===== config.mk =====
export PLATFORM = sky130hd
export DESIGN_NAME = ex_div
export DESIGN_NICKNAME = d
export VERILOG_FILES = /design/src/rtl/ex_div.sv
export SDC_FILE = /design/constraint.sdc
export NUM_CORES = 1
export LEC_CHECK = 0
export ABC_CLOCK_PERIOD_IN_PS = 9130
export BUFFER_PORTS_ARGS = -buffer_cell sky130_fd_sc_hd__buf_2
export CAP_MARGIN = 20
export CORE_ASPECT_RATIO = 1.25
export CORE_UTILIZATION = 40
export CTS_CLUSTER_DIAMETER = 150
export DETAILED_ROUTE_END_ITERATION = 10
export PLACE_DENSITY_LB_ADDON = 0.3
export REMOVE_ABC_BUFFERS = 1
export SLEW_MARGIN = 20
export SYNTH_ARGS = -nofsm -noshare
export SYNTH_HDL_FRONTEND = slang
export SYNTH_SLANG_ARGS = --single-unit

===== constraint.sdc =====
create_clock -name clk -period 9.13 [get_ports clk]
set_input_delay 1.3695 -clock clk [delete_from_list [all_inputs] [get_ports clk]]
set_output_delay 1.3695 -clock clk [all_outputs]
set_load 0.02 [all_outputs]

===== src/rtl/ex_div.sv =====
// rtl/ex_div.sv - multi-cycle radix-2 restoring divider for RV32M DIV/DIVU/REM/REMU
module ex_div #(
  parameter int DATA_WIDTH     = 32,
  parameter int REG_ADDR_WIDTH = 5,
  parameter int CNT_WIDTH      = 6
) (
  input  logic                      clk,
  input  logic                      rst,
  input  logic                      start_i,
  input  logic                      flush_i,
  input  logic                      hold_i,
  input  logic [1:0]                op_i,
  input  logic [DATA_WIDTH-1:0]     dividend_i,
  input  logic [DATA_WIDTH-1:0]     divisor_i,
  input  logic [REG_ADDR_WIDTH-1:0] rd_addr_i,
  output logic [DATA_WIDTH-1:0]     result_o,
  output logic                      ready_o,
  output logic [REG_ADDR_WIDTH-1:0] rd_addr_o,
  output logic                      wait_req_o,
  output logic                      busy_o
);

  typedef enum logic [1:0] {
    IDLE = 2'd0,
    CALC = 2'd1,
    DONE = 2'd2
  } state_e;

  state_e                      state_q, state_d;
  logic [CNT_WIDTH-1:0]        cnt_q, cnt_d;
  logic [DATA_WIDTH-1:0]       quo_q, quo_d;
  logic [DATA_WIDTH-1:0]       rem_q, rem_d;
  logic [DATA_WIDTH-1:0]       dvsr_q, dvsr_d;
  logic [DATA_WIDTH-1:0]       result_q, result_d;
  logic [REG_ADDR_WIDTH-1:0]   rd_q, rd_d;
  logic                        op_rem_q, op_rem_d;
  logic                        q_neg_q, q_neg_d;
  logic                        r_neg_q, r_neg_d;
  logic                        ready_q, ready_d;
  logic                        busy_q, busy_d;

  // Operand preparation for the accept cycle: magnitudes, signs and the
  // two cases that bypass the iteration loop.
  logic                  is_signed;
  logic                  a_neg;
  logic                  b_neg;
  logic [DATA_WIDTH-1:0] a_abs;
  logic [DATA_WIDTH-1:0] b_abs;
  logic                  div_zero;
  logic                  sgn_ovf;

  assign is_signed = ~op_i[0];
  assign a_neg     = is_signed & dividend_i[DATA_WIDTH-1];
  assign b_neg     = is_signed & divisor_i[DATA_WIDTH-1];
  assign a_abs     = a_neg ? (~dividend_i + 1'b1) : dividend_i;
  assign b_abs     = b_neg ? (~divisor_i + 1'b1) : divisor_i;
  assign div_zero  = (divisor_i == '0);
  assign sgn_ovf   = is_signed
                   & (dividend_i == {1'b1, {(DATA_WIDTH-1){1'b0}}})
                   & (divisor_i == '1);

  // One restoring step. The shifted partial remainder can reach twice the
  // divisor, so the compare/subtract is one bit wider than the data; the
  // top bit of the difference is the borrow.
  logic [DATA_WIDTH:0]   rem_sh;
  logic [DATA_WIDTH:0]   diff;
  logic                  fits;
  logic [DATA_WIDTH-1:0] step_rem;
  logic [DATA_WIDTH-1:0] step_quo;
  logic [DATA_WIDTH-1:0] quo_fix;
  logic [DATA_WIDTH-1:0] rem_fix;
  logic                  last_iter;

  assign rem_sh    = {rem_q, quo_q[DATA_WIDTH-1]};
  assign diff      = rem_sh - {1'b0, dvsr_q};
  assign fits      = ~diff[DATA_WIDTH];
  assign step_rem  = fits ? diff[DATA_WIDTH-1:0] : rem_sh[DATA_WIDTH-1:0];
  assign step_quo  = {quo_q[DATA_WIDTH-2:0], fits};
  assign quo_fix   = q_neg_q ? (~step_quo + 1'b1) : step_quo;
  assign rem_fix   = r_neg_q ? (~step_rem + 1'b1) : step_rem;
  assign last_iter = (cnt_q == CNT_WIDTH'(DATA_WIDTH - 1));

  // Stall the pipeline from the accept cycle through the last iteration;
  // dropping it in DONE lets the pipeline advance on the ready cycle.
  assign wait_req_o = ((state_q == IDLE) & start_i & ~flush_i) | (state_q == CALC);

  // Next-state and datapath update; flush wins over everything else.
  always_comb begin
    state_d  = state_q;
    cnt_d    = cnt_q;
    quo_d    = quo_q;
    rem_d    = rem_q;
    dvsr_d   = dvsr_q;
    result_d = result_q;
    rd_d     = rd_q;
    op_rem_d = op_rem_q;
    q_neg_d  = q_neg_q;
    r_neg_d  = r_neg_q;

    if (flush_i) begin
      state_d = IDLE;
    end else begin
      unique case (state_q)
        IDLE: begin
          if (start_i) begin
            op_rem_d = op_i[1];
            rd_d     = rd_addr_i;
            q_neg_d  = a_neg ^ b_neg;
            r_neg_d  = a_neg;
            quo_d    = a_abs;
            rem_d    = '0;
            dvsr_d   = b_abs;
            cnt_d    = '0;
            if (div_zero) begin
              result_d = op_i[1] ? dividend_i : '1;
              state_d  = DONE;
            end else if (sgn_ovf) begin
              result_d = op_i[1] ? '0 : dividend_i;
              state_d  = DONE;
            end else begin
              state_d  = CALC;
            end
          end
        end
        CALC: begin
          quo_d = step_quo;
          rem_d = step_rem;
          cnt_d = cnt_q + 1'b1;
          if (last_iter) begin
            result_d = op_rem_q ? rem_fix : quo_fix;
            state_d  = DONE;
          end
        end
        DONE: begin
          if (!hold_i) begin
            state_d = IDLE;
          end
        end
        default: begin
          state_d = IDLE;
        end
      endcase
    end
  end

  assign ready_d = (state_d == DONE);
  assign busy_d  = (state_d != IDLE);

  // State register with synchronous reset; status outputs are registered.
  always_ff @(posedge clk) begin
    if (rst) begin
      state_q  <= IDLE;
      cnt_q    <= '0;
      quo_q    <= '0;
      rem_q    <= '0;
      dvsr_q   <= '0;
      result_q <= '0;
      rd_q     <= '0;
      op_rem_q <= 1'b0;
      q_neg_q  <= 1'b0;
      r_neg_q  <= 1'b0;
      ready_q  <= 1'b0;
      busy_q   <= 1'b0;
    end else begin
      state_q  <= state_d;
      cnt_q    <= cnt_d;
      quo_q    <= quo_d;
      rem_q    <= rem_d;
      dvsr_q   <= dvsr_d;
      result_q <= result_d;
      rd_q     <= rd_d;
      op_rem_q <= op_rem_d;
      q_neg_q  <= q_neg_d;
      r_neg_q  <= r_neg_d;
      ready_q  <= ready_d;
      busy_q   <= busy_d;
    end
  end

  assign result_o  = result_q;
  assign ready_o   = ready_q;
  assign rd_addr_o = rd_q;
  assign busy_o    = busy_q;

endmodule

### Word level (Yosys, flattened, before mapping)

Index checks and enable logic that the tools add are counted.

* add/sub/neg operators: 6
* equal/unequal tests: 9
* mux-type cells: 26
* reduce and logical (&&, ||, !) cells: 7
* bitwise gates (word level): 15

Operator list (count)
* 32-bit 2-to-1 mux: 14
* 32-bit one-hot mux with 2 select lines: 3
* 32-bit by 1-bit adder with 32-bit output (second input constant): 4
* 32-bit inverter: 4
* 32-bit equality test (second input constant): 2
* 33-bit by 32-bit subtractor with 33-bit output: 1
* 32-bit zero test: 1
* 2-bit 2-to-1 mux: 6
* 6-bit one-hot mux with 2 select lines: 1
* 6-bit by 1-bit adder with 6-bit output (second input constant): 1
* 1-bit bitwise AND: 6
* 6-bit by 5-bit equality test with 1-bit output (second input constant): 1
* 6-bit 2-to-1 mux: 1
* 2-bit one-hot mux with 3 select lines: 1
* 3-bit AND reduction: 2
* 5-bit AND reduction: 1
* 2-bit equality test (second input constant): 2
* 2-bit != test (second input constant): 2
* 2-bit nonzero test: 2
* 3-bit != test (second input constant): 1
* 1-bit inverter: 3
* 2-bit by 1-bit equality test with 1-bit output (second input constant): 1
* 2-bit zero test: 1
* 1-bit OR: 1
* 1-bit bitwise XOR: 1

* bits of input ports: 76
* register bits: 146
* logic and storage cells: 75
* output and inout bits: 40

### Logic depth before layout (Yosys ltp)

Gate-level depths: netlist (run 1).

* depth in word-level cells: 9
* mapped depth: 23
* gate-level depth less buffers: 20

### Worst setup path after synthesis (run 1)

No wires, ideal clock.

* path type: register to register
* from: register quo_q[31]
* to: register result_q[28], in the netlist result_o[28]
* required time: 8.990 ns
* setup time: 0.140 ns
* setup slack: 4.712 ns
* stages on the path, launching flop included: 23
* data arrival time: 4.278 ns
* path buffers: 2
* cell sequence: dfxtp_1 -> inv_1 -> ha_1 -> fa_1 -> nand2b_1 -> a21oi_2 -> o21a_1 -> a211o_4 -> a41oi_4 -> xnor2_4 -> inv_4 -> buf_6 -> buf_4 -> ha_1 -> nand3_1 -> or2_1 -> or3_1 -> or3_1 -> o31ai_1 -> xor2_1 -> nor2_1 -> a21oi_1 -> a21oi_1

* cells in the longest elaborated chain, start to end: 8
* elaborated cells between the ends (all ways): 12
* classes of those cells: add/sub: 3; mux: 6; bitwise: 3

Ends and longest elaborated chain
* start, declared: line 31 `logic [DATA_WIDTH-1:0] quo_q, quo_d;`
* start signal, assigned: line 167 `quo_q <= quo_d;`
* 33-bit by 32-bit subtractor with 33-bit output: line 75 `assign diff = rem_sh - {1'b0, dvsr_q};`
* 32-bit 2-to-1 mux or 1-bit inverter (tied branches): line 77, 76
* 32-bit inverter, on equally long branches: line 80, 79
* 32-bit by 1-bit adder with 32-bit output, on equally long branches: line 80, 79
* 32-bit 2-to-1 mux, on equally long branches: line 80, 79
* 32-bit 2-to-1 mux (*): line 130 `result_d = op_rem_q ? rem_fix : quo_fix;`
* 32-bit 2-to-1 mux (*): line 129 `if (last_iter) begin`
* 32-bit one-hot mux with 2 select lines (*): line 103 `unique case (state_q)`
* end signal, assigned: line 170 `result_q <= result_d;`
* end, declared: line 34 `logic [DATA_WIDTH-1:0] result_q, result_d;`

Mark *: on every way between the ends. The rest lies on a longest branch, timed or not. The select of a mux whose other input is x is not followed.
A chain may end at the register's enable or synchronous reset.

### Worst setup path in the final report (run 1)

* from: input dividend_i[26]
* to: register result_q[13], in the netlist result_o[13]

* cells in the longest elaborated chain, start to end: 5

Ends and longest elaborated chain
* start, declared: line 13 `input logic [DATA_WIDTH-1:0] dividend_i,`
* 32-bit equality test: line 59 `& (dividend_i == {1'b1, {(DATA_WIDTH-1){1'b0}}})`
* 1-bit bitwise AND: line 59
* 1-bit bitwise AND: line 60 `& (divisor_i == '1);`
* 3-bit != test (no line)
* 5-bit AND reduction (no line)

No other way between the ends.

==> flow_metrics.tcl, run 1 <==
set metrics [dict create \
    outcome "complete, no violations" \
    multiInputGateArea_sq_um 8120 \
    grt_pass1_wl_um 60100 \
    wl_per_cell_um 18.6 \
    synth_top_cell_by_area "dfxtp_1" \
    setup_viol 0 \
    overflow 0 \
    drt_iter0_markers 1136 \
    htree_levels 4 \
    p_per_area_nw_per_um2 138 \
    fin_skew_ns 0.00915 \
    root_buffer "clkbuf_16" \
    path_cells "buf_2 > nor3_1 > nor3b_1 > nand4_1 > o21ai_1 > mux2i_1 > or4_1 > buf_4 > nor2_1 > o211ai_1 > a31oi_1" \
    synth_top_cell_area_share 0.248 \
    cts.clk_slew.worst_paths_ns 0.07 \
    clock_power_share 0.402 \
    worst_pin_slew_ns 1.11 \
    antenna-diode-count 0 \
    p_sw_frac 0.314 \
    ys_seq_area_frac 0.248 \
    cts_inserted_buffers 17 \
    cts_tree "built" \
    yosys.cell_types.count 98 \
    die_area_sq_um 30100 \
    wirelength_um 37500 \
    synth_ff_type "dfxtp_1" \
    grt_usage 0.251 \
    max_freq_mhz 197 \
    slew_headroom 0.255 \
    p_int_w 0.00123 \
    synth_edf_count 0 \
    ir_worst_vdd_mv 0.118 \
    cp_num_buf_inv 2 \
    hold_class "reg2reg" \
    drc 0 \
    period_minus_slack_ns 5.06 \
    clk_latency_ns 0.44 \
    ff2ff_setup_slack_ns 4.11 \
    crit_slowest_cell "nor3b_1" \
    pre_cts_ws_ns 3.66 \
    timing.final.crit_share 0.555 \
    cp.required_ns 9.48 \
    endpoint_kind "register" \
    antenna_found_initial 0 \
    synth_area_per_cell_sq_um 7.41 \
    cts_hold_repair.buffers 0 \
    p_seq_frac 0.378 \
    place.gp.congestion 0.902 \
    nFillCells 3020 \
    rows 69 \
    cellLeakagePower_nw 5.07 \
    die_w_um 155 \
    critPathLaunchType "primary input" \
    drive_gt1_frac 0.126 \
    cp_max_fo 30 \
    p_switching_w 0.000566 \
    grt_pass1_vias 11400 \
    postCtsSetupBuffers 0 \
    synth_area_leaders "dfxtp_1 25%, nor2_1 7.0%, xor2_1 5.5%" \
    clock_path_buffers 2 \
    regArea_sq_um 2920 \
    cp_top_family "simple AND/OR/NAND/NOR gates" \
    p_comb_frac 0.220 \
    rsz0062_at_grt "no" \
    max_cap_violations 0 \
    finalSetupTns_ns 0 \
    slowest_delay_ns 0.74 \
    synth.cell_area_sq_um 11800 \
    post_cts_resized 0 \
    io_buffers 115 \
    finalHoldViolations 0 \
    area_growth_pct 10.7 \
    crit_arrival_ns 5.42 \
    via_per_inst 5.89 \
    slew_violations 0 \
    ys_ff_latch 146 \
    coreArea_sq_um 28700 \
    die_y_um 194 \
    worstSetupPathType "in2reg" \
    antenna_left 0 \
    firstDrtPassIters 7 \
    postLayoutSetupSlackWorst_ns 4.07 \
    vias 11900 \
    synth_warnings 0 \
    grt_max_degree 75 \
    num-nets-final 1735 \
    initial_core_util 0.411 \
    synthCells 1588 \
    pin_count 116 \
    async_flop_share 0 \
    clock-sinks 146 \
    hpwl_um 27200 \
]
[flip-flops by register name, summed over array words and instances, names as in the netlist]
signal     count
busy_o         1
cnt_q          6
dvsr_q        32
op_rem_q       1
q_neg_q        1
quo_q         32
r_neg_q        1
rd_addr_o      5
ready_o        1
rem_q         32
result_o      32
state_q        2
[power by group through the flow]
stage                     combinational [W]  sequential, W  clock [W]
after detailed placement           0.000390       0.000693          0
after floorplan                    0.000258       0.000690          0
after CTS                          0.000393       0.000679   0.000731
final                              0.000397       0.000679   0.000724
after global routing               0.000438       0.000681   0.000758
after global placement             0.000386       0.000692          0
[routing by layer]
| layer | GRT usage | up-vias | routed length (um) |
|---|---|---|---|
| met5 | 0 | - | 0 |
| met4 | 0.118 | 0 | 1550 |
| met3 | 0.0268 | 81 | 1480 |
| met2 | 0.443 | 337 | 18700 |
| met1 | 0.303 | 5656 | 15800 |
| li1 | - | 5824 | - |
[tightest hold or removal path, stage by stage (launching register included)]
cell,delay (ns)
dfxtp_1,0.31
nand2_1,0.05
a21oi_1,0.05
[synthesized netlist by cell type, types with 11 or more instances]
| master | count |
|---|---|
| o21ai_0 | 98 |
| a31oi_1 | 15 |
| nor3_1 | 39 |
| nand4_1 | 22 |
| o41ai_1 | 16 |
| nand2_1 | 160 |
| dfxtp_1 | 146 |
| a21oi_1 | 102 |
| o211ai_1 | 13 |
| nor4_1 | 18 |
| a222oi_1 | 21 |
| nand2b_1 | 14 |
| xnor2_1 | 66 |
| inv_1 | 63 |
| nand3_1 | 12 |
| mux2i_1 | 24 |
| a21o_1 | 14 |
| or3_1 | 20 |
| o22ai_1 | 13 |
| o31ai_1 | 22 |
| nor2_1 | 219 |
| clkbuf_1 | 86 |
| a22oi_1 | 34 |
| xor2_1 | 74 |
| ha_1 | 38 |
| nor2b_1 | 11 |
| a211oi_1 | 41 |
[cell families (layout without fill, tap and decap cells)]
group / Yosys count / in the layout / share of synthesized area
multiplexers: 35 / 35 / 0.0319
buffers and inverters: 178 / 221 / 0.0655
XOR/XNOR: 141 / 141 / 0.107
AO/OA/AOI/OAI: 483 / 483 / 0.281
flip-flops: 146 / 146 / 0.248
AND/OR/NAND/NOR: 564 / 564 / 0.223
adder cells (fa/ha/maj): 41 / 41 / 0.0438
[area by class of cell]
class / count / share of cell area
inverters: 64 / 0.0186
repair buffers: 127 / 0.0513
flip-flops and latches: 146 / 0.224
well taps: 390 / 0.0375
clock buffers: 21 / 0.0346
clock inverters: 9 / 0.0102
multi-input cells: 1264 / 0.623
[final timing paths]
check             depth (start not counted)                   endpoint                       from
setup / recovery                         11  result_o[13]$_SDFFE_PP0P_             dividend_i[26]
hold / removal                            2  result_o[23]$_SDFFE_PP0P_  result_o[23]$_SDFFE_PP0P_
setup reg to reg                         20  result_o[28]$_SDFFE_PP0P_     quo_q[31]$_SDFFE_PP0P_
hold reg to reg                           2  result_o[23]$_SDFFE_PP0P_  result_o[23]$_SDFFE_PP0P_
[cell usage in the layout, fill, tap and decap left out, types with 6 or more instances in the layout]
master / n
nor2_1: 217
nand2_1: 160
dfxtp_1: 146
buf_2: 114
a21oi_1: 102
o21ai_0: 98
xor2_1: 74
xnor2_1: 66
inv_1: 63
a211oi_1: 41
nor3_1: 39
ha_1: 38
a22oi_1: 34
mux2i_1: 24
nand4_1: 22
o31ai_1: 22
a222oi_1: 21
or3_1: 20
nor4_1: 17
clkbuf_16: 17
o41ai_1: 16
a31oi_1: 15
nand2b_1: 14
a21o_1: 14
o211ai_1: 13
o22ai_1: 13
buf_4: 13
nand3_1: 12
mux2_2: 9
nor2b_1: 9
or4_1: 9
o21a_1: 8
a22o_1: 8
a21boi_0: 8
a311oi_1: 7
or2_2: 6
[per-stage QoR]
step	power, W	hold slack [ns]	std cells	area [sq um]	utilization
3_5_place_dp	0.00108	0.446	1991	12400	0.434
6_report	0.00180	0.455	2021	13000	0.454
2_1_floorplan	0.000948	0.425	1474	11200	-
3_3_place_gp	0.00108	0.443	1991	12400	0.434
5_1_grt	0.00188	0.475	2021	13000	0.454
4_1_cts	0.00180	0.455	2021	13000	0.454
No activity file was read; power rests on OpenSTA's default activity.
==> run 2, diff against run 1 <==
Settings changed: ABC_AREA set to 1, ABC_CLOCK_PERIOD_IN_PS 9130 to 4200.
Clock period 9.13 ns to 4.2 ns, I/O delays scaled along.
==> flow_metrics.tcl, run 2 <==
set metrics [dict create \
    outcome "complete, no violations" \
    power_w 0.00434 \
    synth_ff_type "dfxtp_1" \
    cellLeakagePower_nw 7.76 \
    grt_pass1_vias 14200 \
    synth_most_common_cell "nand2_1" \
    synthCells 2303 \
    synth_commonest_cells "693 x nand2_1, 338 x inv_1, 185 x nor2_1" \
    worstSetupPathType "reg2reg" \
    yosys.cell_types.count 54 \
    rows 73 \
    slew_violations 0 \
    ff2ff_setup_slack_ns 0.19 \
    via_per_inst 5.31 \
    cts.clk_slew.worst_paths_ns 0.06 \
    clock-sinks 146 \
    ir_worst_vdd_mv 0.245 \
    fin_skew_ns 0.0103 \
    hold_class "in2reg" \
    p_sw_frac 0.356 \
    routed-wl-met3_um 2200 \
    p_comb_frac 0.296 \
    pin_count 116 \
    cp_top_family "simple AND/OR/NAND/NOR gates" \
    coreArea_sq_um 31900 \
    antenna_found_initial 0 \
    p_per_area_nw_per_um2 283 \
    post-route-util 0.481 \
    crit_path_frequent_cell "nand2_2" \
    r2r-start "quo_q[31]$_SDFFE_PP0P_" \
    cp_max_fo 3 \
    initial_core_util 0.407 \
    num-nets-final 2567 \
    finalHoldViolations 0 \
    hold_path_startpoint "rd_addr_i[0]" \
    min_to "rd_addr_o[0]$_SDFFE_PP0P_" \
    drc 0 \
    clock_path_buffers 2 \
    ys_seq_area_frac 0.225 \
    grt_pass1_wl_um 74800 \
    synth_area_leaders "dfxtp_1 23%, nand2_1 20%, inv_1 9.8%" \
    synth_top_cell_area_share 0.225 \
    p_seq_frac 0.339 \
    cp_num_buf_inv 4 \
    antenna_left 0 \
    placed_cell_area_sq_um 14500 \
    mostFrequentLayoutCells "685 x nand2_1, 335 x inv_1, 179 x nor2_1" \
    io_buffers 115 \
    crit_arrival_ns 4.31 \
    finalSetupTns_ns 0 \
    p_int_w 0.00279 \
    vias 15300 \
    overflow 0 \
    area_growth_pct 18.1 \
    cts_tree "built" \
    grt_max_degree 60 \
    synth_warnings 0 \
    synth_edf_count 0 \
    synth_top_cell_by_area "dfxtp_1" \
    async_flop_share 0 \
    grt_usage 0.290 \
    design_area_sq_um 15300 \
    slew_headroom 0.343 \
    clk_latency_ns 0.45 \
    postLayoutSetupSlackWorst_ns 0.191 \
    root_buffer "clkbuf_16" \
    synth_area_per_cell_sq_um 5.63 \
    slowest_delay_ns 0.40 \
    place.gp.congestion 0.953 \
    firstDrtPassIters 5 \
    rr_worst_depth 33 \
    ys_ff_latch 146 \
    max_freq_mhz 249 \
    htree_levels 4 \
    timing.final.crit_share 0.955 \
    drt_iter0_markers 1090 \
    maxUsedRoutingLayer "met4" \
    wirelength_um 48100 \
    clock_power_share 0.365 \
    die_y_um 203 \
    cp.required_ns 4.50 \
    wl_met2_um 23100 \
    die_w_um 163 \
    antenna-diode-count 0 \
    hpwl_um 36800 \
    pre_cts_ws_ns -0.0836 \
    wl_per_cell_um 16.7 \
    final_common_cell "nand2_1" \
    critPathLaunchType "register" \
    die_area_sq_um 33200 \
    met1Wirelength_um 20500 \
    cts_inserted_buffers 17 \
    synth.cell_area_sq_um 13000 \
    whs_path_depth 3 \
    crit_slowest_cell "fa_2" \
    p_switching_w 0.00154 \
    setup_viol 0 \
    endpoint_kind "register" \
    period_minus_slack_ns 4.01 \
    max_cap_violations 0 \
    reg2reg_to "result_o[26]$_SDFFE_PP0P_" \
    worst_pin_slew_ns 0.985 \
    drive_gt1_frac 0.148 \
]
-- run 2: cell count changes after synthesis, moves of 39 or more --
cell | before | now
a21oi_1 | 102 | 174
a211oi_1 | 41 | 2
o21ai_0 | 98 | 180
nand2_1 | 160 | 693
nand3_1 | 12 | 153
xor2_1 | 74 | 26
inv_1 | 63 | 338
xnor2_1 | 66 | 11
-- run 2: timing repair --
action,CTS,global route
setup buffers,0,5
hold buffers,0,0
setup endpoints to repair,5,12
gates resized for setup,3,50
pin swaps,0,18
-- run 2: final cells by class --
| type | count | area (sq um) |
|---|---|---|
| clock inverters | 8 | 103 |
| well taps | 412 | 515 |
| inverters | 348 | 1310 |
| repair buffers | 222 | 1420 |
| multi-input cells | 1717 | 8560 |
| fillers | 3409 | 16600 |
| clock buffers | 23 | 488 |
| flip-flops and latches | 146 | 2930 |
-- run 2: worst max path at each step --
| stage | from | endpoint | cells past startpoint |
|---|---|---|---|
| finish | quo_q[31]$_SDFFE_PP0P_ | result_o[26]$_SDFFE_PP0P_ | 33 |
| global route | dvsr_q[17]$_SDFFE_PP0P_ | result_o[26]$_SDFFE_PP0P_ | 30 |
| CTS | quo_q[31]$_SDFFE_PP0P_ | result_o[28]$_SDFFE_PP0P_ | 33 |
| detailed placement | quo_q[31]$_SDFFE_PP0P_ | result_o[28]$_SDFFE_PP0P_ | 33 |
| global placement | quo_q[31]$_SDFFE_PP0P_ | result_o[26]$_SDFFE_PP0P_ | 33 |
| floorplan | state_q[0]$_SDFF_PP0_ | quo_q[4]$_SDFFE_PP0P_ | 8 |
-- run 2: metrics by stage --
step                cells  hold slack, ns
CTS                  2871           0.363
global route         2876           0.384
floorplan            2211           0.451
global placement     2840           0.450
finish               2876           0.382
detailed placement   2840           0.454
-- run 2: routing by layer --
layer  GRT usage  vias to the layer above
met1       0.353                     6981
met3      0.0287                      122
met4       0.145                        0
met2       0.506                      473
li1            -                     7708
met5           0                        -
-- run 2: power by group through the flow --
stage | registers [W] | clock network, W | logic (W)
detailed placement | 0.00150 | 0 | 0.00123
global placement | 0.00150 | 0 | 0.00122
finish | 0.00147 | 0.00158 | 0.00129
global route | 0.00148 | 0.00166 | 0.00143
CTS | 0.00147 | 0.00160 | 0.00124
floorplan | 0.00151 | 0 | 0.000758
-- run 2: logic make-up after synthesis --
family	synth area share
xor+xnor	0.0250
flops	0.225
simple gates	0.386
fa+ha+maj	0.0382
buf+inv	0.132
compound gates	0.193
-- run 2: tightest hold or removal path: stages --
cell	delay (ns)
buf_2	0.08
nand2_1	0.04
nand2_1	0.05
==> run 3, diff against run 2 <==
Settings changed: PLACE_DENSITY_LB_ADDON 0.3 to not set.
==> flow_metrics.tcl, run 3 (synthesized netlist as in run 2, its figures left out) <==
set metrics [dict create \
    outcome "complete, no violations" \
    placed_cell_area_sq_um 14600 \
    die_area_sq_um 33200 \
    use_met3 0.0395 \
    overflow 0 \
    final_cell_count_no_fill 2897 \
    endpoint_kind "register" \
    reg2reg_to "result_o[22]$_SDFFE_PP0P_" \
    multiInputGateArea_sq_um 8470 \
    drc 0 \
    pin_count 116 \
    clock_path_buffers 2 \
    cp.required_ns 4.59 \
    cellLeakagePower_nw 7.78 \
    crit_arrival_ns 4.36 \
    whs_path_depth 3 \
    crit_slowest_cell "fa_2" \
    crit_path_end "result_o[22]$_SDFFE_PP0P_" \
    fin_skew_ns 0.0123 \
    grt_max_degree 60 \
    mostFrequentLayoutCells "690 x nand2_1, 335 x inv_1, 180 x nor2_1" \
    vias 15400 \
    rows 73 \
    clock-sinks 146 \
    crit_path_frequent_cell "nand2_2" \
    setup_viol 0 \
    rsz0062_at_grt "yes" \
    ir_worst_vdd_mv 0.202 \
    cts_hold_repair.buffers 0 \
    timing.final.crit_share 0.947 \
    max_freq_mhz 251 \
    hpwl_um 37400 \
    drt_iter0_markers 949 \
    antenna-diode-count 0 \
    cp_max_fo 3 \
    cp-startpoint "quo_q[31]$_SDFFE_PP0P_" \
    root_buffer "clkbuf_16" \
    firstDrtPassIters 6 \
    slew_headroom 0.333 \
    cts_inserted_buffers 17 \
    slew_violations 0 \
    period_minus_slack_ns 3.98 \
    slowest_delay_ns 0.40 \
    grt_pass1_wl_um 76300 \
    wl_per_cell_um 16.7 \
    clk_latency_ns 0.46 \
    area_growth_pct 18.2 \
    dp_cells 2857 \
    drive_gt1_frac 0.148 \
    worst_pin_slew_ns 0.999 \
    gr-usage-met2 0.521 \
    die_w_um 163 \
    hold_class "in2reg" \
    grt_usage 0.297 \
    initial_core_util 0.407 \
    die_y_um 203 \
    post-route-util 0.481 \
    critPathLaunchType "register" \
    finalHoldViolations 0 \
    ff2ff_setup_slack_ns 0.22 \
    max_cap_violations 0 \
    r2r-start "quo_q[31]$_SDFFE_PP0P_" \
    via_per_inst 5.30 \
    design_area_sq_um 15300 \
    antenna_found_initial 0 \
    antenna_left 0 \
    grt_pass1_vias 14400 \
    met1_usage 0.353 \
    postLayoutSetupSlackWorst_ns 0.223 \
    num-nets-final 2587 \
    worstSetupPathType "reg2reg" \
    htree_levels 4 \
    wirelength_um 48400 \
    io_buffers 115 \
    regArea_sq_um 2920 \
    cts_tree "built" \
    cts.clk_slew.worst_paths_ns 0.07 \
    final_common_cell "nand2_1" \
    power_w 0.00426 \
    place.gp.congestion 0.934 \
    p_per_area_nw_per_um2 278 \
    nFillCells 3455 \
    rr_worst_depth 32 \
    pre_cts_ws_ns -0.180 \
    grt.busiest_layer "met2" \
    coreArea_sq_um 31900 \
]
-- run 3: cell count changes in the layout (fill, tap and decap cells not counted), moves of 4 or more --
cell        change
clkinvlp_4      +5
nand2_2         -4
buf_4          +22
nand2_1         +5
-- run 3: how the worst min path moves through the flow --
| stage | start | to |
|---|---|---|
| finish | rd_addr_i[0] | rd_addr_o[0]$_SDFFE_PP0P_ |
| global route | rd_addr_i[3] | rd_addr_o[3]$_SDFFE_PP0P_ |
| global placement | result_o[23]$_SDFFE_PP0P_ | result_o[23]$_SDFFE_PP0P_ |
| detailed placement | result_o[18]$_SDFFE_PP0P_ | result_o[18]$_SDFFE_PP0P_ |
| floorplan | cnt_q[2]$_SDFFE_PP0P_ | cnt_q[2]$_SDFFE_PP0P_ |
| CTS | rd_addr_i[0] | rd_addr_o[0]$_SDFFE_PP0P_ |
-- run 3: repair_timing --
action / CTS / global route
setup buffers: 4 / 4
gates cloned: 0 / 0
pin swaps: 6 / 17
resized for setup: 9 / 20
setup endpoints to repair: 5 / 11
-- run 3: cell type report --
cell class                 instances  area share
inverter                         348      0.0852
multi-input combinational       1717       0.553
tap                              412      0.0336
clock buffer                      20      0.0291
sequential                       146       0.191
timing repair buffer             242       0.102
clock inverter                    12     0.00718
-- run 3: power by group --
| part | total, W | switching [W] | leakage, nW | internal [W] |
|---|---|---|---|---|
| logic | 0.00129 | 0.000857 | 6.35 | 0.000433 |
| registers | 0.00147 | 0.0000332 | 1.19 | 0.00143 |
| clock network | 0.00150 | 0.000671 | 0.251 | 0.000829 |
-- run 3: through the flow --
stage / setup TNS (ns) / hold WS [ns]
6_report: 0 / 0.367
5_1_grt: -0.0533 / 0.368
4_1_cts: 0 / 0.349
3_5_place_dp: -0.503 / 0.456
3_3_place_gp: -0.139 / 0.451
2_1_floorplan: -5.72 / 0.451
-- run 3: worst max-delay path, delay by kind of cell (launching register included) --
family,cells,cell delay [ns]
DFF,1,0.33
buffers and inverters,4,0.32
and+or+nand+nor,20,1.91
AOI/OAI and AO/OA,5,0.65
adders and majority gates,3,0.70
-- run 3: per-layer routing --
layer / part of all wire / vias to the layer above
li1: - / 7754
met1: 0.42 / 7010
met2: 0.49 / 469
met3: 0.049 / 117
met4: 0.045 / 0
met5: 0 / -
